## src/rtl/gps_pkg.sv

```systemverilog
// Shared types and sizes for the GPS SV scheduler slice.
package gps_pkg;

  localparam int SV_NUM_W = 6;
  localparam int NUM_SV   = 32;
  localparam int CA_W     = 13;
  localparam int PL_W     = 128;

  typedef enum logic [1:0] {
    ST_IDLE,
    ST_SELECT,
    ST_RUN,
    ST_HOLD
  } state_t;

endpackage

```

## src/rtl/gps_sv_scheduler_if.sv

```systemverilog
// Result bus from the scheduler to its consumer.
// Handshake: a word moves on every rising clk edge where res_valid and res_ready
// are both high; res_valid never depends on res_ready, and the res_* words stay
// stable while res_valid is high and res_ready is low.
interface gps_sv_scheduler_if;
  import gps_pkg::*;

  logic                res_valid;
  logic                res_ready;
  logic [SV_NUM_W-1:0] res_sv;
  logic [CA_W-1:0]     res_ca;
  logic [PL_W-1:0]     res_p;
  logic [PL_W-1:0]     res_l;

  modport master (output res_valid, res_sv, res_ca, res_p, res_l, input res_ready);
  modport slave  (input res_valid, res_sv, res_ca, res_p, res_l, output res_ready);

endinterface

```

## src/rtl/gps_rr_pick.sv

```systemverilog
// Round-robin finder: lowest set mask bit strictly above last_sv, wrapping to bit 0.
// SV numbers are 1-based, so last_sv = k means the search starts at bit index k.
module gps_rr_pick
  import gps_pkg::*;
(
  input  logic [NUM_SV-1:0]   mask,
  input  logic [SV_NUM_W-1:0] last_sv,
  output logic [SV_NUM_W-1:0] next_sv,
  output logic                found
);

  logic [4:0] start_idx;
  logic [4:0] idx;

  // last_sv = 32 (reset value) starts the search at bit 0.
  assign start_idx = (last_sv >= SV_NUM_W'(NUM_SV)) ? 5'd0 : last_sv[4:0];

  always_comb begin
    next_sv = '0;
    found   = 1'b0;
    idx     = '0;
    for (int i = 0; i < NUM_SV; i++) begin
      idx = start_idx + i[4:0];
      if (!found && mask[idx]) begin
        found   = 1'b1;
        next_sv = {1'b0, idx} + SV_NUM_W'(1);
      end
    end
  end

endmodule

```

## src/rtl/gps_sv_scheduler.sv

```systemverilog
// Round-robin sequencer sharing one gps code core across up to 32 SVs.
// Optional RUN timeout is enabled by defining GPS_SCHED_TIMEOUT_EN.
module gps_sv_scheduler
  import gps_pkg::*;
#(
  parameter int TIMEOUT_CYCLES = 4096,
  parameter int TO_W           = 13
)(
  input  logic                clk,
  input  logic                rst,
  input  logic                enable,
  input  logic [NUM_SV-1:0]   sv_mask,
  output logic [SV_NUM_W-1:0] gps_sv_num,
  output logic                gps_start,
  input  logic [CA_W-1:0]     gps_ca_code,
  input  logic [PL_W-1:0]     gps_p_code,
  input  logic [PL_W-1:0]     gps_l_code,
  input  logic                gps_l_code_valid,
  gps_sv_scheduler_if.master  res,
  output logic                busy,
  input  logic                err_clr,
  output logic                timeout_err,
  output logic [SV_NUM_W-1:0] timeout_sv,
  output state_t              state_dbg
);

  state_t              state, state_nxt;
  logic [SV_NUM_W-1:0] last_sv;
  logic [SV_NUM_W-1:0] pick_sv;
  logic                pick_found;
  logic                lcv_q;
  logic                done;
  logic                to_hit;

  gps_rr_pick u_pick (
    .mask    (sv_mask),
    .last_sv (last_sv),
    .next_sv (pick_sv),
    .found   (pick_found)
  );

  // Only a fresh rising edge of the core's valid flag while running counts.
  assign done = (state == ST_RUN) && gps_l_code_valid && !lcv_q;

`ifdef GPS_SCHED_TIMEOUT_EN
  logic [TO_W-1:0] to_cnt;

  assign to_hit = (state == ST_RUN) && !done && (to_cnt == TO_W'(TIMEOUT_CYCLES - 1));

  always_ff @(posedge clk or posedge rst) begin
    if (rst) begin
      to_cnt      <= '0;
      timeout_err <= 1'b0;
      timeout_sv  <= '0;
    end else begin
      if (state == ST_SELECT)
        to_cnt <= '0;
      else if (state == ST_RUN)
        to_cnt <= to_cnt + 1'b1;
      // A new timeout outranks a simultaneous clear.
      if (to_hit) begin
        timeout_err <= 1'b1;
        timeout_sv  <= gps_sv_num;
      end else if (err_clr) begin
        timeout_err <= 1'b0;
      end
    end
  end
`else
  logic unused_cfg;

  assign to_hit      = 1'b0;
  assign timeout_err = 1'b0;
  assign timeout_sv  = '0;
  assign unused_cfg  = err_clr ^ ((TIMEOUT_CYCLES + TO_W) != 0);
`endif

  always_comb begin
    state_nxt = state;
    case (state)
      ST_IDLE:   if (enable) state_nxt = ST_SELECT;
      ST_SELECT: state_nxt = (enable && pick_found) ? ST_RUN : ST_IDLE;
      ST_RUN: begin
        if (done)        state_nxt = ST_HOLD;
        else if (to_hit) state_nxt = enable ? ST_SELECT : ST_IDLE;
      end
      ST_HOLD:   if (res.res_ready) state_nxt = enable ? ST_SELECT : ST_IDLE;
      default:   state_nxt = ST_IDLE;
    endcase
  end

  always_ff @(posedge clk or posedge rst) begin
    if (rst) begin
      state      <= ST_IDLE;
      last_sv    <= SV_NUM_W'(NUM_SV);
      gps_sv_num <= '0;
      lcv_q      <= 1'b0;
      res.res_sv <= '0;
      res.res_ca <= '0;
      res.res_p  <= '0;
      res.res_l  <= '0;
    end else begin
      state <= state_nxt;
      lcv_q <= gps_l_code_valid;
      if (state == ST_SELECT && enable && pick_found) begin
        gps_sv_num <= pick_sv;
        last_sv    <= pick_sv;
      end
      if (done) begin
        res.res_sv <= gps_sv_num;
        res.res_ca <= gps_ca_code;
        res.res_p  <= gps_p_code;
        res.res_l  <= gps_l_code;
      end
    end
  end

  assign gps_start     = (state == ST_RUN);
  assign res.res_valid = (state == ST_HOLD);
  assign busy          = (state != ST_IDLE);
  assign state_dbg     = state;

endmodule

```

## src/flat_wrapper.sv

```systemverilog
// flat-port wrapper written by rule: the top's interface ports become plain ports
module gps_sv_scheduler_flat import gps_pkg::*;
#(
  parameter int TIMEOUT_CYCLES = 4096,
  parameter int TO_W           = 13
)
  (clk, rst, enable, sv_mask, gps_sv_num, gps_start, gps_ca_code, gps_p_code, gps_l_code, gps_l_code_valid, busy, err_clr, timeout_err, timeout_sv, state_dbg, res_res_valid, res_res_sv, res_res_ca, res_res_p, res_res_l, res_res_ready);
  gps_sv_scheduler_if res_i ();
  input  logic clk;
  input  logic rst;
  input  logic enable;
  input  logic [NUM_SV-1:0] sv_mask;
  output logic [SV_NUM_W-1:0] gps_sv_num;
  output logic gps_start;
  input  logic [CA_W-1:0] gps_ca_code;
  input  logic [PL_W-1:0] gps_p_code;
  input  logic [PL_W-1:0] gps_l_code;
  input  logic gps_l_code_valid;
  output logic busy;
  input  logic err_clr;
  output logic timeout_err;
  output logic [SV_NUM_W-1:0] timeout_sv;
  output state_t state_dbg;
  output wire logic [$bits(res_i.res_valid)-1:0] res_res_valid;
  output wire logic [$bits(res_i.res_sv)-1:0] res_res_sv;
  output wire logic [$bits(res_i.res_ca)-1:0] res_res_ca;
  output wire logic [$bits(res_i.res_p)-1:0] res_res_p;
  output wire logic [$bits(res_i.res_l)-1:0] res_res_l;
  input wire logic [$bits(res_i.res_ready)-1:0] res_res_ready;
  assign res_res_valid = res_i.res_valid;
  assign res_res_sv = res_i.res_sv;
  assign res_res_ca = res_i.res_ca;
  assign res_res_p = res_i.res_p;
  assign res_res_l = res_i.res_l;
  assign res_i.res_ready = res_res_ready;
  gps_sv_scheduler #(.TIMEOUT_CYCLES(TIMEOUT_CYCLES), .TO_W(TO_W)) u_core (.clk(clk), .rst(rst), .enable(enable), .sv_mask(sv_mask), .gps_sv_num(gps_sv_num), .gps_start(gps_start), .gps_ca_code(gps_ca_code), .gps_p_code(gps_p_code), .gps_l_code(gps_l_code), .gps_l_code_valid(gps_l_code_valid), .res(res_i), .busy(busy), .err_clr(err_clr), .timeout_err(timeout_err), .timeout_sv(timeout_sv), .state_dbg(state_dbg));
endmodule
```

## config.mk

```make
export PLATFORM = sky130hd
export DESIGN_NAME = gps_sv_scheduler_flat
export DESIGN_NICKNAME = d
export VERILOG_FILES = /design/src/rtl/gps_pkg.sv /design/src/rtl/gps_sv_scheduler_if.sv /design/src/rtl/gps_rr_pick.sv /design/src/rtl/gps_sv_scheduler.sv /design/src/flat_wrapper.sv
export SDC_FILE = /design/constraint.sdc
export NUM_CORES = 1
export LEC_CHECK = 0
export ABC_CLOCK_PERIOD_IN_PS = 25500
export CAP_MARGIN = 10
export CORE_AREA = 3 3 233 235
export CTS_CLUSTER_SIZE = 24
export DETAILED_ROUTE_END_ITERATION = 8
export DIE_AREA = 0 0 236 238
export MAX_ROUTING_LAYER = met4
export PLACE_DENSITY = 0.64
export SYNTH_ARGS = -nofsm -noshare
export SYNTH_HDL_FRONTEND = slang
export SYNTH_SLANG_ARGS = --single-unit
```

## constraint.sdc

```tcl
create_clock -name clk -period 25.5 [get_ports clk]
set_input_delay 2.55 -clock clk [delete_from_list [all_inputs] [get_ports clk]]
set_output_delay 2.55 -clock clk [all_outputs]
set_load 0.05 [all_outputs]
```

==> reports/metrics.cfg <==
[clock_network]
cts-root-buf=clkbuf_16
cts_htree_levels=2
path_clk_slew_ps=50
postCtsSetupRepairBufs=0
cts.sinks=285
hold_buffers=0
cts_tree=yes
worstSkewPairLatency_ps=550
clock_path_buffers=3
ctsResizeCount=0
cts-buffers-inserted=35

[routing]
route.detailed.drc=0
drt_iter0_markers=1252
vias=15170
routedWlPerCell_um=29.9
antenna_left=0
first_pass_iters=8
vias_per_cell=5.60
finalWirelength_um=80900

[cells_and_area]
area_delta_synth_final_pct=44.4
fin_nets=2309
final_layout_size_suffix_gt1_frac=0.246

[sta]
max_freq_mhz=128
period_needed_ps=7820
skew_ps=20.9
rsz0062_at_grt=no
tightest_slew_ps=1160
relSlewSlack=0.224
fin_ws_ps=17680
finalCritPeriodShare=0.307
setup-tns-final_ps=0
timing.hold.ws_ps=501
final_max_slew_viol_count=0
hold_viol=0
finalSetupViolCount=0

[critical_path]
slowest_stage=nor4_4
end_kind=flip-flop
worstPathCellList=clkdlybuf4s50_1 > mux2_2 > mux4_2 > mux4_2 > nor3_4 > nand3_2 > nor4_4 > nand2_1 > nor2_1 > a21oi_1 > o211ai_1 > a31oi_1 > o31a_1
crit_top_cell=mux4_2
cp_max_fo=16
critPathRequiredTime_ps=25930
slowest_delay_ps=780
cp_top_family=simple AND/OR/NAND/NOR gates
critical_path_class=in2reg
arrival_ps=8250
setup.worst_path.start_class=primary input
path_buf_inv=1

[worst_hold_path]
holdCritPathClass=reg2reg

[synth]
synth_cells=1422
ys_types=87
seq_area_frac_synth=0.412
ys_seq_elements=285
synthesis.area_sq_um=17300
synth_edf_count=0
synth_flop_cell=dfrtp_1
avgSynthCellArea_sq_um=12.2
yosys_warnings=0
async_flop_share=1.00

[place]
portBuffers=591
gp_congestion=0.963
dp.final_hpwl_um=64500
dp_slack_ps=17360

[floorplanning]
num_rows=84
initial_utilization=0.330
coreArea_sq_um=52400
chipHeight_um=238
die_w_um=236
io_pins=600
die_area_sq_um=56200

[global_routing]
grt_pass1_vias=15550
grt_max_degree=152
overflow=0
grtUsageTotal=0.286
grt_pass1_wl_um=114000
antenna_found_initial=16

[run]
cap_viol_max_count=0

[outcome]
outcome=finished clean

## cells in the final DEF, fill, tap and decap left out, drive strengths merged, types with 12 or more instances in the layout
master,count
nor3,24
clkdlybuf4s50,591
mux4,86
inv,16
a31oi,12
mux2,314
nand2b,16
a21oi,44
nor2,65
diode,15
nand3,33
nor2b,14
dfrtp,284
o21ai,40
mux2i,58
ha,18
nand2,68
buf,28
clkbuf,54
xnor2,41
## cells in the mapped netlist (all sizes together) (24+ instances only)
cell    instances  share of area
dfrtp         284           0.41
nand3          33          0.010
buf            38          0.013
mux2i          58          0.034
nand2          68          0.015
mux4           86           0.11
nor2           65          0.014
o21ai          40          0.012
clkbuf         62          0.013
a21oi          44          0.013
mux2          314           0.20
nor3           24         0.0079
xnor2          41          0.021
## worst reg2reg max path, cell delays in order, from the launching register on
cell,delay [ps]
dfstp_2,620
nand2b_1,130
buf_4,460
inv_2,50
buf_4,350
ha_1,360
xnor2_2,150
buf_4,290
mux4_2,650
mux4_2,710
nor3_4,530
nand3_2,370
nor4_4,790
nand2_1,600
nor2_1,580
a21oi_1,140
o211ai_1,220
a31oi_1,70
o31a_1,300
## stage by stage
stage	cells	utilization	area (sq um)
6_report	2709	0.477	25000
5_1_grt	2708	0.476	25000
4_1_cts	2694	0.476	25000
3_5_place_dp	2635	0.456	23900
3_3_place_gp	2635	0.456	23900
2_1_floorplan	1428	-	17300
## layer usage
layer / global-route usage / vias to the layer above / part of all wire
li1: - / 6561 / -
met1: 0.349 / 7782 / 0.40
met2: 0.458 / 732 / 0.48
met3: 0.0942 / 95 / 0.098
met4: 0.0737 / 0 / 0.025
met5: - / - / 0
## cell families (layout without fill, tap and decap cells)
kind of cell / count (synthesis) / after routing / synth area share
XOR/XNOR: 48 / 48 / 0.0247
AO/OA/AOI/OAI: 204 / 204 / 0.0808
multiplexers: 458 / 458 / 0.350
other: 1 / 22 / 0.000217
AND/OR/NAND/NOR: 290 / 290 / 0.0884
adder cells (fa/ha/maj): 18 / 18 / 0.0130
flip-flops: 285 / 285 / 0.412
buffers and inverters: 118 / 696 / 0.0308
## path summary, 6_finish.rpt
kind / from / end / slack (ps) / cells past startpoint
worst max-delay path: sv_mask[21] / u_core.last_sv[3] / 17680 / 13
worst min-delay path: u_core.res.res_l[1] / u_core.res.res_l[1] / 500 / 1
worst max register to register: u_core.last_sv[5] / u_core.last_sv[3] / 18030 / 18
worst min register to register: u_core.res.res_l[1] / u_core.res.res_l[1] / 500 / 1
max in group asynchronous: rst / u_core.res.res_l[6] / 21400 / 3
min in group asynchronous: rst / u_core.res.res_sv[0] / 2560 / 2
## flip-flops by register name, summed over array words and instances, names as in the netlist, named ones only
signal and count:
u_core.res.res_l 128, u_core.res.res_p 128, u_core.res.res_ca 13, u_core.last_sv 6, u_core.res.res_sv 6, u_core.gps_sv_num 1
u_core.lcv_q 1, u_core.state_dbg 1
## final cells by class
class	count	area (sq um)
clock buffers	54	977
repair buffers	619	6140
fillers	4831	27500
clock inverters	5	75.1
well taps	688	861
diodes	15	37.5
flip-flops and latches	285	7130
inverters	18	80.1
multi-input cells	1025	9690
Power is left out: the tool's default activity adds up to more than one toggle a clock period on the data nets, which glitch-free logic cannot reach.
